**config.mk**
```make
export PLATFORM = sky130hd
export DESIGN_NAME = serial_subtractor
export DESIGN_NICKNAME = d
export VERILOG_FILES = /design/src/rtl/serial_subtractor_pkg.sv /design/src/rtl/full_subtractor_bit.sv /design/src/rtl/serial_subtractor.sv
export SDC_FILE = /design/constraint.sdc
export NUM_CORES = 1
export LEC_CHECK = 0
export CORE_MARGIN = 3
export CORE_UTILIZATION = 40
export DETAILED_ROUTE_END_ITERATION = 8
export PLACE_DENSITY = 0.73
export SLEW_MARGIN = 20
export SYNTH_ARGS = -nofsm -noshare
export SYNTH_HDL_FRONTEND = slang
export SYNTH_SLANG_ARGS = --single-unit
```
**constraint.sdc**
```tcl
create_clock -name clk -period 1.8 [get_ports clk]
set_input_delay 0.36 -clock clk [delete_from_list [all_inputs] [get_ports clk]]
set_output_delay 0.36 -clock clk [all_outputs]
set_load 0.01 [all_outputs]
```
**src/rtl/serial_subtractor_pkg.sv**
```systemverilog
// Shared definitions for the bit-serial subtractor: FSM encodings and counter sizing.
package serial_subtractor_pkg;

    typedef enum logic [1:0] {
        ST_IDLE  = 2'd0,
        ST_SHIFT = 2'd1,
        ST_DONE  = 2'd2
    } state_t;

    // Step counter only has to reach WIDTH-1; keep at least one bit so it stays a legal vector.
    function automatic int cnt_width(input int w);
        return (w <= 2) ? 1 : $clog2(w);
    endfunction

endpackage

```
**src/rtl/full_subtractor_bit.sv**
```systemverilog
// One-bit full subtractor: d = a - b - bin with borrow-out, purely combinational.
module full_subtractor_bit (
    input  logic a,
    input  logic b,
    input  logic bin,
    output logic d,
    output logic bout
);

    assign d    = a ^ b ^ bin;
    assign bout = (~a & b) | (~(a ^ b) & bin);

endmodule

```
**src/rtl/serial_subtractor.sv**
```systemverilog
// Bit-serial subtractor: diff = a - b - bin, one bit per clock LSB first, start/done handshake.
module serial_subtractor
    import serial_subtractor_pkg::*;
#(
    parameter int WIDTH = 4
) (
    input  logic             clk,
    input  logic             reset,
    input  logic             start,
    input  logic [WIDTH-1:0] a,
    input  logic [WIDTH-1:0] b,
    input  logic             bin,
    output logic             busy,
    output logic             done,
    output logic [WIDTH-1:0] diff,
    output logic             bout
);

    localparam int CW = cnt_width(WIDTH);

    state_t           state;
    state_t           state_next;
    logic [WIDTH-1:0] areg;
    logic [WIDTH-1:0] breg;
    logic [WIDTH-1:0] result;
    logic             borrow;
    logic [CW-1:0]    count;
    logic             d;
    logic             nb;
    logic             last_step;
    logic             accept;

    full_subtractor_bit u_cell (
        .a    (areg[0]),
        .b    (breg[0]),
        .bin  (borrow),
        .d    (d),
        .bout (nb)
    );

    assign last_step = (count == CW'(WIDTH - 1));
    // A new request is only taken when no operation is in flight.
    assign accept    = start && ((state == ST_IDLE) || (state == ST_DONE));

    always_comb begin
        state_next = state;
        case (state)
            ST_IDLE:  if (start) state_next = ST_SHIFT;
            ST_SHIFT: if (last_step) state_next = ST_DONE;
            ST_DONE:  state_next = start ? ST_SHIFT : ST_IDLE;
            default:  state_next = ST_IDLE;
        endcase
    end

    always_ff @(posedge clk or posedge reset) begin
        if (reset) begin
            state <= ST_IDLE;
        end else begin
            state <= state_next;
        end
    end

    always_ff @(posedge clk or posedge reset) begin
        if (reset) begin
            areg   <= '0;
            breg   <= '0;
            result <= '0;
            borrow <= 1'b0;
            count  <= '0;
            diff   <= '0;
            bout   <= 1'b0;
        end else if (accept) begin
            areg   <= a;
            breg   <= b;
            borrow <= bin;
            count  <= '0;
        end else if (state == ST_SHIFT) begin
            areg   <= areg >> 1;
            breg   <= breg >> 1;
            borrow <= nb;
            result <= {d, result[WIDTH-1:1]};
            count  <= count + CW'(1);
            if (last_step) begin
                diff <= {d, result[WIDTH-1:1]};
                bout <= nb;
            end
        end
    end

    assign busy = (state == ST_SHIFT);
    assign done = (state == ST_DONE);

endmodule

```
* After elaboration in Yosys (flattened, before gate mapping)
Index checks and enable logic that the tools add are counted.
Storage, ports and cells: register bits 22, input port bits 12, logic and storage cells 41
Operators by class: add/sub/neg operators 1, equality and inequality tests 5, muxes and demuxes 12, bitwise logic cells 8, reductions and logical operators 7
Operator list (number):
- $mux W4 | 4
- $mux W2 | 4
- $pmux W2 S3 | 1
- $eq A2 B2 Y1 const B | 2
- $reduce_and A2 Y1 | 2
- $mux W1 | 3
- $not A1 Y1 | 3
- $reduce_and A3 Y1 | 1
- $add A2 B1 Y2 const B | 1
- $and A1 B1 Y1 | 2
- $eq A2 B1 Y1 const B | 1
- $logic_not A2 Y1 | 1
- $ne A2 B1 Y1 const B | 1
- $ne A2 B2 Y1 const B | 1
- $reduce_bool A2 Y1 | 1
- $xor A1 B1 Y1 | 2
- $logic_and A1 B1 Y1 | 1
- $logic_or A1 B1 Y1 | 1
- $or A1 B1 Y1 | 1

* Longest topological paths before layout
word-level depth 6, depth in mapped cells 6, gate-level depth less buffers 4

* By module
A second synthesis with hierarchy kept.
Second synthesis, totals: cell total of the unflattened synthesis 79, area total of the unflattened synthesis 1084.8 µm²
Modules (own cells, without submodules):
- serial_subtractor | times used 1, cells an instance 75, area each 1053.5 µm², sequential area each 525.5 µm²
- full_subtractor_bit | times used 1, cells an instance 4, area each 31.3 µm², sequential area each 0.0 µm²

* Least setup slack after synthesis
OpenSTA, ideal clock, no wires.
kind register -> register, start point reg count[0], end point reg count[1], setup time 0.121 ns, arrival 1.139 ns, data required time 1.679 ns, setup slack 0.540 ns, cell stages (with the launch flop) 4, path buffers 0, cell sequence dfrtp_1 > ha_1 > mux2_4 > a22o_1
Between the ends: word-level cells in the longest chain between the ends 3
RTL lines:
- from (decl) | line serial_subtractor.sv:27 | logic [CW-1:0] count;
- from (signal assigned) | line serial_subtractor.sv:82 | count <= count + CW'(1);
- $add A2 B1 Y2 | line serial_subtractor.sv:82
- $mux W2 | line serial_subtractor.sv:77 | end else if (state == ST_SHIFT) begin
- $mux W2 | line serial_subtractor.sv:72 | end else if (accept) begin
No other way between the ends. The select of a mux whose other input is x is not followed. A chain may end at the register's enable or synchronous reset.

* Worst setup path in the final report
start point reg state[1], end point out busy
Between the ends: word-level cells in the longest chain between the ends 1
RTL lines:
- from (decl) | line serial_subtractor.sv:21 | state_t state;
- from (signal assigned) | line serial_subtractor.sv:59 | state <= state_next;
- $eq A2 B1 Y1 | line serial_subtractor.sv:90 | assign busy = (state == ST_SHIFT);
- to (decl) | line serial_subtractor.sv:13 | output logic busy,
No other way between the ends.

==> impl_metrics.ini <==
[synth]
synth_edf_count = 0
synthFlopType = dfrtp_1
async_flop_share_pct = 100
synth_top_area_cell = dfrtp_1
syn_nets = 103
syn_area_um2 = 1010
yosys-top-cells-area = dfrtp_1 (52%), mux2_2 (5.6%), nand2_1 (4.1%), nor2b_1 (3.1%), mux2i_1 (3.0%)
ys_types = 25
syn_avg_cell_area_um2 = 11.4
yosysMostFrequentCell = dfrtp_1
yosysSeqAreaShare_pct = 51.9
netlist.area_leader.share_pct = 51.9
postSynthCellCount = 89
ys_seq_elements = 21
synth_common_cells = dfrtp_1 (21), nand2_1 (11), mux2_2 (5), nor2b_1 (5)
ys.warnings.count = 0

[cts]
clockBufferDepth = 2
clock_latency_ns = 0.30
postCtsHoldBufs = 0
cts_buffers = 3
clk_pin_slew_ns = 0.12
cts_tree = yes
cts.sinks = 21
clockRootBuffer = clkbuf_4
cts-htree-levels = 1

[power_and_ir_drop]
pwr-share-seq_pct = 40.1
powerDensity_nw_per_um2 = 1700
ir_drop_mv = 0.775
swShare_pct = 36.8
p_switching_mw = 0.776
total_power_mw = 2.11
power_leakage_nw = 0.565
pwr-share-comb_pct = 49.3
p_int_mw = 1.33
pwr-share-clk_pct = 10.6

[route]
wire_per_inst_um = 12.8
num_vias = 682
postRouteAntennaNets = 0
post-route-drc-count = 0
wl_mm = 1.75
post_drt_via_cell_ratio = 4.98
drtIter0Drc = 17
firstDrtPassIters = 4

[placement]
hpwl_mm = 1.29
place_congestion = 0.764
portBuffers = 18

[status]
status = finished, final reports clean

[final_layout]
regArea_um2 = 526
drive_above_1_share_pct = 16.5
antenna_cells = 0
area_growth_pct = 22.6
final_nets = 124
multi_input_area_um2 = 423
nFillCells = 210

[sta]
tns_ns = 0
hold_viol_final = 0
slew_viol_final = 0
period_needed_ns = 1.65
finClkSkew_ns = 0.00405
whs_ns = 0.376
tightest_slew_ns = 0.378
relSlewSlack_pct = 74.7
max_freq_mhz = 608
setup_viol = 0
timing.final.crit_share_pct = 91.4
rsz0062_at_grt = false

[critical_path]
start_kind = register
path_max_fanout = 8
critPathKind = reg2out
crit_required_ns = 1.44
arrival_ns = 1.29
end_kind = primary output

[global_routing]
grt_max_degree = 22
grt-ovfl-total = 0
grt_pass1_vias = 655
grt_pass1_wl_mm = 2.95
antenna_found_initial = 0
groute.usage.overall_pct = 11.7

[floorplan]
die-area_um2 = 3170
fp.dieH_um = 56.3
start_util_pct = 44.1
core-area_um2 = 2300
placementRows = 17
die_x_um = 56.3
boundaryPins = 19

[run]
drv_cap = 0

[worst_hold_path]
hold_path_class = in2async
[repair_timing]
item / 4_1_cts / 5_1_grt
endpoints found under the setup margin: 2 / 0
setup buffers: 0 / 0
resized for setup: 3 / 0
[worst paths after layout]
check | from | end | slack [ns] | cells after the start
hold / removal | reset | result[1]$_DFFE_PP0P_ | 0.38 | 3
setup reg to reg | breg[0]$_DFFE_PP0P_ | borrow$_DFFE_PP0P_ | 0.44 | 4
min in group clk | result[1]$_DFFE_PP0P_ | result[1]$_DFFE_PP0P_ | 0.48 | 2
max in group asynchronous | reset | breg[1]$_DFFE_PP0P_ | 1.21 | 3
setup / recovery | state[1]$_DFFE_PP0P_ | busy | 0.15 | 3
hold reg to reg | result[1]$_DFFE_PP0P_ | result[1]$_DFFE_PP0P_ | 0.48 | 2
[metrics by stage]
step / utilization, % / cell area [µm²] / setup slack (ns) / instances
finish: 54.0 / 1240 / 0.154 / 137
global route: 54.0 / 1240 / 0.0793 / 137
CTS: 54.0 / 1240 / 0.134 / 137
detailed placement: 52.8 / 1210 / 0.125 / 133
global placement: 52.8 / 1210 / 0.161 / 133
floorplan: - / 1010 / 0.540 / 89
[cells in the final DEF, fill, tap and decap left out, drive strengths merged]
cell type / Yosys / routed
and2b: 1 / 1
a211oi: 4 / 4
nand2: 11 / 11
clkbuf: 0 / 3
clkinv: 0 / 1
dfrtp: 21 / 21
o21ai: 3 / 3
nand3b: 1 / 1
a21oi: 4 / 4
a22o: 3 / 3
dlygate4sd2: 0 / 2
nor2b: 5 / 5
nor3: 3 / 3
buf: 5 / 3
ha: 1 / 1
mux2: 6 / 6
fa: 1 / 1
nor2: 5 / 5
mux2i: 3 / 3
nand2b: 3 / 3
xnor2: 1 / 1
clkdlybuf4s50: 0 / 16
o22ai: 3 / 3
inv: 5 / 5
[sequential cells by signal, summed over array words and instances (netlist names)]
| register | count |
|---|---|
| areg | 4 |
| breg | 4 |
| diff | 4 |
| result | 3 |
| count | 2 |
| state | 2 |
| borrow | 1 |
| bout | 1 |
[power by group through the flow]
stage               clock (mW)  sequential [mW]  combinational (mW)
global placement             0            0.843                1.02
finish                   0.224            0.844                1.04
detailed placement           0            0.855                1.06
CTS                      0.236            0.847                1.05
global route             0.254            0.873                1.16
floorplan                    0            0.836               0.777
[logic make-up after synthesis]
group | synth area share (%)
AO/OA/AOI/OAI | 10.9
XOR/XNOR | 0.865
adder cells (fa/ha/maj) | 3.21
buffers and inverters | 6.30
flip-flops | 51.9
multiplexers | 10.0
AND/OR/NAND/NOR | 16.8
[area by class of cell]
| type | count | area share (%) |
|---|---|---|
| well taps | 28 | 2.82 |
| multi-input cells | 58 | 34.1 |
| clock inverters | 1 | 0.403 |
| inverters | 5 | 2.12 |
| clock buffers | 3 | 1.81 |
| flip-flops and latches | 21 | 42.3 |
| repair buffers | 21 | 16.4 |
[metal layers]
metal  vias up  GRT usage, %  routed length, µm
met3         2          1.38                 61
met4         0          6.10                 28
li1        344             -                  -
met2        14          17.7                831
met1       322          16.4                833
met5         -             0                  0
[worst max-delay path: stages, from the launching register on]
cell and delay [ns]:
dfrtp_1 0.41, nand2b_4 0.21, inv_8 0.10, dlygate4sd2_1 0.27
(Power assumes the default switching activity.)
